File: src/rtl/drac_pkg.sv
// Shared types for the iterative integer divider.
// Exports: div_op_t, div_state_t, op_signed(), op_rem().
package drac_pkg;

    typedef enum logic [1:0] {
        DIV,
        DIVU,
        REM,
        REMU
    } div_op_t;

    typedef enum logic [1:0] {
        IDLE,
        ITER,
        DONE
    } div_state_t;

    function automatic logic op_signed(div_op_t op);
        return (op == DIV) || (op == REM);
    endfunction

    function automatic logic op_rem(div_op_t op);
        return (op == REM) || (op == REMU);
    endfunction

endpackage

File: src/rtl/iter_div_unit_if.sv
// Request/response handshake bundle for iter_div_unit.
// master: issue side (drives req_*, resp_ready_i); slave: the divider.
interface iter_div_unit_if
    import drac_pkg::*;
#(
    parameter int XLEN  = 64,
    parameter int TAG_W = 6
) ();

    logic             req_valid_i;
    logic             req_ready_o;
    div_op_t          req_op_i;
    logic             req_w_i;
    logic [TAG_W-1:0] req_tag_i;
    logic [XLEN-1:0]  req_dvnd_i;
    logic [XLEN-1:0]  req_dvsr_i;
    logic             resp_valid_o;
    logic             resp_ready_i;
    logic [XLEN-1:0]  resp_result_o;
    logic [TAG_W-1:0] resp_tag_o;

    modport master (
        output req_valid_i, req_op_i, req_w_i, req_tag_i,
        output req_dvnd_i, req_dvsr_i, resp_ready_i,
        input  req_ready_o, resp_valid_o, resp_result_o, resp_tag_o
    );

    modport slave (
        input  req_valid_i, req_op_i, req_w_i, req_tag_i,
        input  req_dvnd_i, req_dvsr_i, resp_ready_i,
        output req_ready_o, resp_valid_o, resp_result_o, resp_tag_o
    );

endinterface

File: src/rtl/div_step.sv
// One radix-2 restoring division step (combinational).
// Ports: rem/dvnd_bit/dvsr in; rem_next, q_bit out.
module div_step #(
    parameter int XLEN = 64
) (
    input  logic [XLEN-1:0] rem,
    input  logic            dvnd_bit,
    input  logic [XLEN-1:0] dvsr,
    output logic [XLEN-1:0] rem_next,
    output logic            q_bit
);

    logic [XLEN:0] trial;
    logic [XLEN:0] diff;

    // rem < dvsr on entry, so the trial value needs one extra bit
    // and the restored remainder always fits back into XLEN bits.
    assign trial    = {rem, dvnd_bit};
    assign diff     = trial - {1'b0, dvsr};
    assign q_bit    = (trial >= {1'b0, dvsr});
    assign rem_next = q_bit ? diff[XLEN-1:0] : trial[XLEN-1:0];

endmodule

File: src/rtl/iter_div_unit.sv
// Iterative RISC-V M-extension divider (DIV/DIVU/REM/REMU and W forms).
// Ports: clk_i, rst_i (sync high), kill_i, bus (slave), busy_o.
module iter_div_unit
    import drac_pkg::*;
#(
    parameter int XLEN           = 64,
    parameter int BITS_PER_CYCLE = 1,
    parameter int TAG_W          = 6
) (
    input  logic           clk_i,
    input  logic           rst_i,
    input  logic           kill_i,
    iter_div_unit_if.slave bus,
    output logic           busy_o
);

    localparam int CNT_W = $clog2(XLEN);
    localparam int HALF  = XLEN - 32;
    localparam logic [XLEN-1:0] MIN_NEG = {1'b1, {(XLEN-1){1'b0}}};

    function automatic logic [XLEN-1:0] sext32(input logic [31:0] x);
        return XLEN'($signed(x));
    endfunction

    div_state_t       state;
    logic [CNT_W-1:0] cnt;
    logic [XLEN-1:0]  rem_q;
    logic [XLEN-1:0]  low_q;
    logic [XLEN-1:0]  dvsr_q;
    logic [XLEN-1:0]  result_q;
    logic [TAG_W-1:0] tag_q;
    logic             neg_q;
    logic             neg_r;
    logic             is_rem;
    logic             is_w;

    // ---- accept-side operand preparation ----
    logic            sgn;
    logic            w;
    logic [XLEN-1:0] a_ext, b_ext, a_mag, b_mag, a_res;
    logic [XLEN-1:0] spec_res, low_init;
    logic            a_neg, b_neg, b_zero, ovf, special;
    logic [CNT_W-1:0] cnt_init;

    assign sgn = op_signed(bus.req_op_i);
    assign w   = bus.req_w_i;

    always_comb begin
        a_ext = bus.req_dvnd_i;
        b_ext = bus.req_dvsr_i;
        if (w) begin
            a_ext = sgn ? sext32(bus.req_dvnd_i[31:0])
                        : XLEN'(bus.req_dvnd_i[31:0]);
            b_ext = sgn ? sext32(bus.req_dvsr_i[31:0])
                        : XLEN'(bus.req_dvsr_i[31:0]);
        end
        a_neg = sgn & a_ext[XLEN-1];
        b_neg = sgn & b_ext[XLEN-1];
        a_mag = a_neg ? -a_ext : a_ext;
        b_mag = b_neg ? -b_ext : b_ext;
        // W magnitudes fit in 32 bits; left-align into the low register.
        low_init = w ? (a_mag << HALF) : a_mag;
        a_res = w ? sext32(bus.req_dvnd_i[31:0]) : bus.req_dvnd_i;
        b_zero = w ? (bus.req_dvsr_i[31:0] == 32'h0)
                   : (bus.req_dvsr_i == '0);
        ovf = sgn & (w ? (bus.req_dvnd_i[31:0] == 32'h8000_0000 &&
                          bus.req_dvsr_i[31:0] == 32'hFFFF_FFFF)
                       : (bus.req_dvnd_i == MIN_NEG &&
                          bus.req_dvsr_i == '1));
        special = b_zero | ovf;
        if (b_zero)
            spec_res = op_rem(bus.req_op_i) ? a_res : '1;
        else
            spec_res = op_rem(bus.req_op_i) ? '0 : a_res;
        cnt_init = w ? CNT_W'(32 / BITS_PER_CYCLE - 1)
                     : CNT_W'(XLEN / BITS_PER_CYCLE - 1);
    end

    // ---- iteration datapath ----
    logic [XLEN-1:0]           rem_c [BITS_PER_CYCLE+1];
    logic [XLEN-1:0]           low_c [BITS_PER_CYCLE+1];
    logic [BITS_PER_CYCLE-1:0] q_bit;

    assign rem_c[0] = rem_q;
    assign low_c[0] = low_q;

    // Quotient bits shift in at the bottom as dividend bits leave the top.
    for (genvar i = 0; i < BITS_PER_CYCLE; i++) begin : g_step
        div_step #(.XLEN(XLEN)) u_step (
            .rem      (rem_c[i]),
            .dvnd_bit (low_c[i][XLEN-1]),
            .dvsr     (dvsr_q),
            .rem_next (rem_c[i+1]),
            .q_bit    (q_bit[i])
        );
        assign low_c[i+1] = {low_c[i][XLEN-2:0], q_bit[i]};
    end

    logic [XLEN-1:0] fin_val, fin_sgn, fin_res;

    always_comb begin
        fin_val = is_rem ? rem_c[BITS_PER_CYCLE] : low_c[BITS_PER_CYCLE];
        fin_sgn = (is_rem ? neg_r : neg_q) ? -fin_val : fin_val;
        fin_res = is_w ? sext32(fin_sgn[31:0]) : fin_sgn;
    end

    // ---- handshake ----
    logic ready;
    logic accept;

    always_comb begin
        ready = 1'b0;
        unique case (state)
            IDLE:    ready = ~kill_i;
            DONE:    ready = bus.resp_ready_i & ~kill_i;
            default: ready = 1'b0;
        endcase
    end

    assign accept            = bus.req_valid_i & ready;
    assign bus.req_ready_o   = ready;
    assign bus.resp_valid_o  = (state == DONE);
    assign bus.resp_result_o = result_q;
    assign bus.resp_tag_o    = tag_q;
    assign busy_o            = (state != IDLE);

    // ---- control FSM and state registers ----
    always_ff @(posedge clk_i) begin
        if (rst_i) begin
            state    <= IDLE;
            cnt      <= '0;
            rem_q    <= '0;
            low_q    <= '0;
            dvsr_q   <= '0;
            result_q <= '0;
            tag_q    <= '0;
            neg_q    <= 1'b0;
            neg_r    <= 1'b0;
            is_rem   <= 1'b0;
            is_w     <= 1'b0;
        end else if (kill_i) begin
            state <= IDLE;
        end else if (accept) begin
            tag_q  <= bus.req_tag_i;
            is_rem <= op_rem(bus.req_op_i);
            is_w   <= w;
            neg_q  <= a_neg ^ b_neg;
            neg_r  <= a_neg;
            rem_q  <= '0;
            low_q  <= low_init;
            dvsr_q <= b_mag;
            cnt    <= cnt_init;
            if (special) begin
                result_q <= spec_res;
                state    <= DONE;
            end else begin
                state <= ITER;
            end
        end else begin
            unique case (state)
                ITER: begin
                    rem_q <= rem_c[BITS_PER_CYCLE];
                    low_q <= low_c[BITS_PER_CYCLE];
                    if (cnt == '0) begin
                        result_q <= fin_res;
                        state    <= DONE;
                    end else begin
                        cnt <= cnt - CNT_W'(1);
                    end
                end
                DONE: begin
                    if (bus.resp_ready_i)
                        state <= IDLE;
                end
                default: ;
            endcase
        end
    end

endmodule

File: src/flat_wrapper.sv
// flat-port wrapper written by rule: the top's interface ports become plain ports
module iter_div_unit_flat import drac_pkg::*;
#(
    parameter int XLEN           = 64,
    parameter int BITS_PER_CYCLE = 1,
    parameter int TAG_W          = 6
)
  (clk_i, rst_i, kill_i, busy_o, bus_req_valid_i, bus_req_op_i, bus_req_w_i, bus_req_tag_i, bus_req_dvnd_i, bus_req_dvsr_i, bus_resp_ready_i, bus_req_ready_o, bus_resp_valid_o, bus_resp_result_o, bus_resp_tag_o);
  iter_div_unit_if #(.XLEN(XLEN), .TAG_W(TAG_W)) bus_i ();
  input  logic clk_i;
  input  logic rst_i;
  input  logic kill_i;
  output logic busy_o;
  input wire logic [$bits(bus_i.req_valid_i)-1:0] bus_req_valid_i;
  input wire logic [$bits(bus_i.req_op_i)-1:0] bus_req_op_i;
  input wire logic [$bits(bus_i.req_w_i)-1:0] bus_req_w_i;
  input wire logic [$bits(bus_i.req_tag_i)-1:0] bus_req_tag_i;
  input wire logic [$bits(bus_i.req_dvnd_i)-1:0] bus_req_dvnd_i;
  input wire logic [$bits(bus_i.req_dvsr_i)-1:0] bus_req_dvsr_i;
  input wire logic [$bits(bus_i.resp_ready_i)-1:0] bus_resp_ready_i;
  output wire logic [$bits(bus_i.req_ready_o)-1:0] bus_req_ready_o;
  output wire logic [$bits(bus_i.resp_valid_o)-1:0] bus_resp_valid_o;
  output wire logic [$bits(bus_i.resp_result_o)-1:0] bus_resp_result_o;
  output wire logic [$bits(bus_i.resp_tag_o)-1:0] bus_resp_tag_o;
  assign bus_i.req_valid_i = bus_req_valid_i;
  assign bus_i.req_op_i = bus_req_op_i;
  assign bus_i.req_w_i = bus_req_w_i;
  assign bus_i.req_tag_i = bus_req_tag_i;
  assign bus_i.req_dvnd_i = bus_req_dvnd_i;
  assign bus_i.req_dvsr_i = bus_req_dvsr_i;
  assign bus_i.resp_ready_i = bus_resp_ready_i;
  assign bus_req_ready_o = bus_i.req_ready_o;
  assign bus_resp_valid_o = bus_i.resp_valid_o;
  assign bus_resp_result_o = bus_i.resp_result_o;
  assign bus_resp_tag_o = bus_i.resp_tag_o;
  iter_div_unit #(.XLEN(XLEN), .BITS_PER_CYCLE(BITS_PER_CYCLE), .TAG_W(TAG_W)) u_core (.clk_i(clk_i), .rst_i(rst_i), .kill_i(kill_i), .bus(bus_i), .busy_o(busy_o));
endmodule
File: config.mk
export PLATFORM = sky130hd
export DESIGN_NAME = iter_div_unit_flat
export DESIGN_NICKNAME = d
export VERILOG_FILES = /design/src/rtl/drac_pkg.sv /design/src/rtl/iter_div_unit_if.sv /design/src/rtl/div_step.sv /design/src/rtl/iter_div_unit.sv /design/src/flat_wrapper.sv
export SDC_FILE = /design/constraint.sdc
export NUM_CORES = 1
export LEC_CHECK = 0
export ABC_AREA = 1
export ABC_CLOCK_PERIOD_IN_PS = 5300
export CAP_MARGIN = 0
export CORE_UTILIZATION = 40
export CTS_BUF_LIST = sky130_fd_sc_hd__clkbuf_4 sky130_fd_sc_hd__clkbuf_8 sky130_fd_sc_hd__clkbuf_16
export DETAILED_ROUTE_END_ITERATION = 8
export GPL_TIMING_DRIVEN = 1
export PLACE_DENSITY = 0.6
export SYNTH_ARGS = -nofsm -noshare
export SYNTH_HDL_FRONTEND = slang
export SYNTH_SLANG_ARGS = --single-unit
File: constraint.sdc
create_clock -name clk_i -period 5.3 [get_ports clk_i]
set_input_delay 1.325 -clock clk_i [delete_from_list [all_inputs] [get_ports clk_i]]
set_output_delay 1.325 -clock clk_i [all_outputs]
set_load 0.05 [all_outputs]
Word-level counts from Yosys, hierarchy flattened
Index checks and enable logic that the tools add are counted.
{"block": "classes", "shifts": 0, "reduce_logical": 19, "n_div": 0, "n_bitwise": 8, "multipliers": 0, "add_sub_neg": 5, "magnitude_cmp": 1, "n_eq_ne": 12, "n_mux": 36}
{"op": "two-way mux 64 bit", "count": 23}
{"op": "negator 64 bit", "count": 3}
{"op": "== test 64 bit (second input constant)", "count": 2}
{"op": "greater-or-equal comparator 65 x 64 -> 1 bit", "count": 1}
{"op": "== test 32 bit (second input constant)", "count": 2}
{"op": "zero test 64 bit", "count": 1}
{"op": "subtractor 64 bit", "count": 1}
{"op": "zero test 32 bit", "count": 1}
{"op": "two-way mux 6 bit", "count": 4}
{"op": "two-way mux 2 bit", "count": 4}
{"op": "== test 2 bit (second input constant)", "count": 3}
{"op": "zero test 6 bit", "count": 1}
{"op": "AND reduction 3 bit", "count": 2}
{"op": "nonzero test 2 bit", "count": 3}
{"op": "subtractor 6 x 1 -> 6 bit (second input constant)", "count": 1}
{"op": "AND 1 bit", "count": 5}
{"op": "zero test 2 bit", "count": 2}
{"op": "inequality test 2 x 1 -> 1 bit (second input constant)", "count": 2}
{"op": "case mux 2 bit (2 select lines)", "count": 1}
{"op": "AND reduction 2 bit", "count": 2}
{"op": "AND reduction 4 bit", "count": 1}
{"op": "two-way mux 1 bit", "count": 3}
{"op": "inequality test 3 x 1 -> 1 bit (second input constant)", "count": 1}
{"op": "inequality test 3 x 2 -> 1 bit (second input constant)", "count": 1}
{"op": "9 further kinds", "count": 11}
{"block": "word_totals", "latch_bits": 0, "rom_bits": 0, "mem_bits_rw": 0, "output_inout_bits": 73, "ff_bits": 274, "in_bits": 142, "n_memories": 0, "word_cells": 92}

Logic depth before layout (Yosys ltp)
{"block": "depth", "depth_word": 9, "mapped_depth": 33, "depth_no_buf": 32}

Hierarchy
A second synthesis with hierarchy kept.
{"block": "unflattened", "hier_cells": 5222, "hier_area_um2": 28095.7}
{"mod": "iter_div_unit", "instances": 1, "cells_each": 3636, "seq_area_each_um2": 5485.3, "area_each_um2": 20691.1}
{"mod": "div_step", "instances": 1, "cells_each": 1586, "seq_area_each_um2": 0.0, "area_each_um2": 7404.6}

Least setup slack after synthesis
No wires, ideal clock.
{"block": "synth_path", "kind": "input port to flip-flop", "from": "in bus_req_dvsr_i[0]", "to": "reg u_core.dvsr_q[59]", "setup_time_ns": 0.116, "required_ns": 5.184, "path_slack_ns": 1.556, "n_path_buf": 0, "cell_stages": 19, "arrival_time_ns": 3.628, "path_cell_list": "nor3_1 -> nand4_1 -> nor2_2 -> nand4_1 -> nor2_1 -> nand2_1 -> nor2_2 -> nand3_1 -> nor2_1 -> nand3_1 -> nor2_1 -> inv_1 -> nor2_1 -> inv_1 -> o21ai_1 -> xor2_1 -> nand2_1 -> o211ai_1 -> inv_1"}
{"block": "synth_between", "elab_chain_len": 4}
{"element": "start, declared", "line_no": "flat_wrapper.sv:19", "text": "input wire logic [$bits(bus_i.req_dvsr_i)-1:0] bus_req_dvsr_i;"}
{"element": "two-way mux 64 bit", "line_no": "iter_div_unit.sv:54", "text": "b_ext = sgn ? sext32(bus.req_dvsr_i[31:0])"}
{"element": "two-way mux 64 bit (*)", "line_no": "iter_div_unit.sv:51", "text": "if (w) begin"}
{"element": "negator 64 bit (*)", "line_no": "iter_div_unit.sv:60", "text": "b_mag = b_neg ? -b_ext : b_ext;"}
{"element": "two-way mux 64 bit (*)", "line_no": "iter_div_unit.sv:60"}
{"element": "end signal, assigned", "line_no": "iter_div_unit.sv:151", "text": "dvsr_q <= b_mag;"}
{"element": "end, declared", "line_no": "iter_div_unit.sv:29", "text": "logic [XLEN-1:0] dvsr_q;"}
Mark *: on every way between the ends. The rest lies on a longest branch, timed or not.
A chain may end at the register's enable or synchronous reset.

Worst setup path in the final report
{"block": "layout_path", "from": "reg u_core.dvsr_q[25]", "to": "reg u_core.result_q[61] (netlist: u_core.bus.resp_result_o[61])"}
{"block": "layout_between", "elab_chain_len": 9, "elab_cells_between_ends": 10, "cone_classes": "2 x add/sub; 1 x order compare; 7 x mux"}
{"element": "subtractor 64 bit / greater-or-equal comparator 65 x 64 -> 1 bit (equally long branches)", "line_no": "div_step.sv:19, div_step.sv:20"}
{"element": "two-way mux 64 bit", "line_no": "div_step.sv:21", "text": "assign rem_next = q_bit ? diff[XLEN-1:0] : trial[XLEN-1:0];"}
{"element": "two-way mux 64 bit (*)", "line_no": "iter_div_unit.sv:102", "text": "fin_val = is_rem ? rem_c[BITS_PER_CYCLE] : low_c[BITS_PER_CYCLE];"}
{"element": "negator 64 bit", "line_no": "iter_div_unit.sv:103", "text": "fin_sgn = (is_rem ? neg_r : neg_q) ? -fin_val : fin_val;"}
{"element": "two-way mux 64 bit (*)", "line_no": "iter_div_unit.sv:103"}
{"element": "two-way mux 64 bit (*)", "line_no": "iter_div_unit.sv:104", "text": "fin_res = is_w ? sext32(fin_sgn[31:0]) : fin_sgn;"}
{"element": "two-way mux 64 bit (*)", "line_no": "iter_div_unit.sv:164", "text": "if (cnt == '0) begin"}
{"element": "two-way mux 64 bit (*)", "line_no": "iter_div_unit.sv:160", "text": "unique case (state)"}
{"element": "two-way mux 64 bit (*)", "line_no": "iter_div_unit.sv:143", "text": "end else if (accept) begin"}
{"element": "end signal, assigned", "line_no": "iter_div_unit.sv:154", "text": "result_q <= spec_res;"}
{"element": "end signal, assigned", "line_no": "iter_div_unit.sv:165", "text": "result_q <= fin_res;"}
{"element": "end, declared", "line_no": "iter_div_unit.sv:30", "text": "logic [XLEN-1:0] result_q;"}
Mark *: on every way between the ends. The rest lies on a longest branch, timed or not. The select of a mux whose other input is x is not followed.

==> results by group <==
Setup path
  – Count of buffer and inverter cells on the critical path: 1
  – WP data required: 5790 ps
  – Launching point of the worst reg2reg path: u_core.dvsr_q[25]
  – Crit-path max cell delay: 720 ps
  – CP Max Fanout: 4
  – Worst reg2reg endpoint: u_core.bus.resp_result_o[61]
  – Most frequent cell on the critical path: nand2_1
  – FF-to-FF path depth: 24
  – Slowest CP cell: nor3_1
  – Crit path cell chain: inv_1 -> ha_1 -> nand2_1 -> nor2_1 -> nand2_1 -> nor3_1 -> nand3_1 -> nand3_1 -> nand2_1 -> nand2_1 -> nand2_1 -> nand2_1 -> nand2_1 -> nand2_1 -> nand2_1 -> nor2_1 -> nand2_1 -> nor2_1 -> nand3_1 -> nand2_1 -> nand2_1 -> nand2_1 -> nand3_1 -> a21oi_1
  – Worst EP arrival: 5420 ps
  – Top delay family on crit path: simple AND/OR/NAND/NOR gates
  – Worst Setup SP: u_core.dvsr_q[25]
  – CP Capture Type: flop
  – Startpoint Class: flop
  – Critical Setup Path Class: reg2reg
  – R2R Setup Slk: 370 ps

Floorplanning
  – Ports: 215
  – Die Ht: 263 microns
  – Area of the core: 67400 sq um
  – Die area: 69300 sq um
  – Initial Util: 0.405
  – Die X: 263 microns
  – Row cnt: 95

Final layout
  – Commonest non-fill, non-tap cell in the layout: nand2_1
  – Commonest non-fill, non-tap cells in the layout: nand2_1 (1475), inv_1 (705), nor2_1 (451)
  – Layout cells sized above 1: 0.0611
  – Fin cells: 5929
  – Util after Layout: 0.467
  – Nets@finish: 5241
  – Area delta synth->final: 15.4%

GRT
  – GRT Util Overall: 0.380
  – Largest net degree at the start of global routing: 140
  – Number of global-route vias before repair: 29800
  – GRT overflow: 0
  – First-pass GRT wire length: 197000 microns
  – Initial antenna violation count: 8

Worst hold path
  – Min-Delay Startpoint: u_core.bus.resp_tag_o[3]
  – Hold Path Depth: 2
  – Hold endpoint: u_core.bus.resp_tag_o[3]
  – Worst Hold Class: reg2reg

Flow run
  – Max Cap Violations: 0

Place
  – Dpl hpwl: 110000 microns
  – Gpl congestion: 1.06
  – Cells after DPL: 5862
  – Buffers on Ports: 214
  – Setup WS pre-CTS: 252 ps

STA
  – Worst hold slack: 464 ps
  – Slew @ Worst Pin: 1140 ps
  – Final Cycle Share: 0.930
  – Post-layout min period: 4930 ps
  – Setup violators final: 0
  – Clk_skew: 26.5 ps
  – Final hold viol count: 0
  – Post-route setup TNS: 0 ps
  – Slew HR: 0.237
  – Unrepaired setup endpoints after global routing: false
  – Max Slew Vio Count: 0
  – Post-route setup slack: 370 ps
  – Fmax: 203 MHz

Clock network
  – CTS Root Buffer Type: clkbuf_16
  – CTS Sinks: 274
  – Total CTS buffers: 37
  – Clock-pin slew on the worst setup and hold paths: 60 ps
  – CTS hold repair buffers: 0
  – CTS tree: done
  – Number of setup buffers added after CTS: 0
  – Worst-skew pair later-pin latency: 570 ps
  – H-tree depth: 2
  – CTS Buffer Depth: 3
  – CTS resizes: 0

Pwr
  – Pwr dens: 248 nW/um^2
  – Peak VDD IR: 232 uV
  – P_leak: 0.0154 uW

Drt
  – Drt first-iter violations: 4440
  – WL per Instance: 22.9 microns
  – First-pass DRT Iterations: 6
  – Remaining antenna violation count after routing: 0
  – Vias per Instance: 5.60
  – Total wire length: 136000 microns
  – Total number of vias: 33200
  – Post-route DRC: 0

Yosys
  – Ys Warns: 0
  – Synth unique cells: 55
  – Synth Cell Area: 27300 sq um
  – Syn Area/Cell: 5.54 sq um
  – Post-synthesis sequential area ratio: 0.201
  – Top cell type's share of synthesized area: 0.203
  – Yosys reg bits: 274
  – Mapped Cells: 4922
  – Area contributors post-synth: nand2_1 (20%), dfxtp_1 (20%), inv_1 (9.8%)
  – Cell taking the most area after synthesis: nand2_1
  – Syn_nets: 5135

Outcome
  – Outcome: finished clean
-- metal layers --
layer | GRT usage | routed length [microns] | vias up
met5 | 0 | 79 | -
met4 | 0.110 | 4100 | 12
met3 | 0.101 | 15900 | 205
met2 | 0.558 | 55700 | 1636
met1 | 0.539 | 59800 | 15300
li1 | - | - | 16000
-- state kept, by name, summed over array words and instances, names as in the netlist, 2 cells and up --
signal	count
u_core.bus.resp_result_o	64
u_core.bus.resp_tag_o	6
u_core.cnt	6
u_core.dvsr_q	64
u_core.low_q	64
u_core.rem_q	64
u_core.state	2
-- Yosys cell counts (all sizes together) --
cell     instances
o21ai          331
ha              70
and2             8
nor3            51
o21a             2
a22oi           10
a21oi          367
nand3          386
and3             2
or2             54
o31ai            5
a21o             2
or4              1
o21bai           2
a211oi           1
o22ai            1
xor2           101
nand4           75
inv            724
a31oi           61
clkbuf         161
clkinv           8
fa               1
nor3b            1
nor2           482
nand2         1504
dfxtp          274
buf             60
o221ai          16
xnor2           22
o41ai            4
a2111oi          1
nor4            37
o221a            2
a221oi           9
nand3b          31
o211ai          55
-- metrics by stage --
step	instance area, sq um	total power (uW)
2_1_floorplan	27300	3940
3_3_place_gp	30200	5060
3_5_place_dp	30200	5050
4_1_cts	31500	7720
5_1_grt	31500	8110
6_report	31500	7820
-- worst min-delay path, delay by kind of cell, from the launching register on --
family | cells | cell delay (ps)
AOI/OAI and AO/OA | 1 | 50
DFF | 1 | 310
and+or+nand+nor | 1 | 60
-- cell families (layout without fill, tap and decap cells) --
logic type               after synthesis  in the layout  synth area share
AO/OA/AOI/OAI                        869            869             0.174
XOR/XNOR                             123            123            0.0395
adder cells (fa/ha/maj)               71             71            0.0328
buffers and inverters                953           1085             0.138
flip-flops                           274            274             0.201
other                                  0              2                 0
AND/OR/NAND/NOR                     2632           2632             0.414
-- where the power goes --
part | total (uW) | internal, uW | switching [uW] | leakage [uW]
sequential | 2300 | 2180 | 120 | 0.00224
combinational | 2820 | 786 | 2030 | 0.0125
clock | 2700 | 1650 | 1050 | 0.000644
total | 7820 | 4610 | 3210 | 0.0154
-- final cells by class --
class,count,area (sq um)
inverter,732,2750
fill,7388,35900
tap,873,1090
clock buffer,55,1150
timing repair buffer,288,2770
sequential,274,5490
antenna,2,5.00
clock inverter,10,146
multi-input combinational,3695,18100
-- how the worst max path moves through the flow --
stage | slack [ps] | to | cells after the start
2_1_floorplan | 1560 | u_core.dvsr_q[59] | 19
3_3_place_gp | 220 | u_core.low_q[63] | 17
3_5_place_dp | 250 | u_core.bus.resp_result_o[0] | 20
4_1_cts | 530 | u_core.bus.resp_result_o[40] | 26
5_1_grt | 130 | u_core.bus.resp_result_o[52] | 27
6_report | 370 | u_core.bus.resp_result_o[61] | 24
Note: power is estimated with default switching activity, not from simulation.
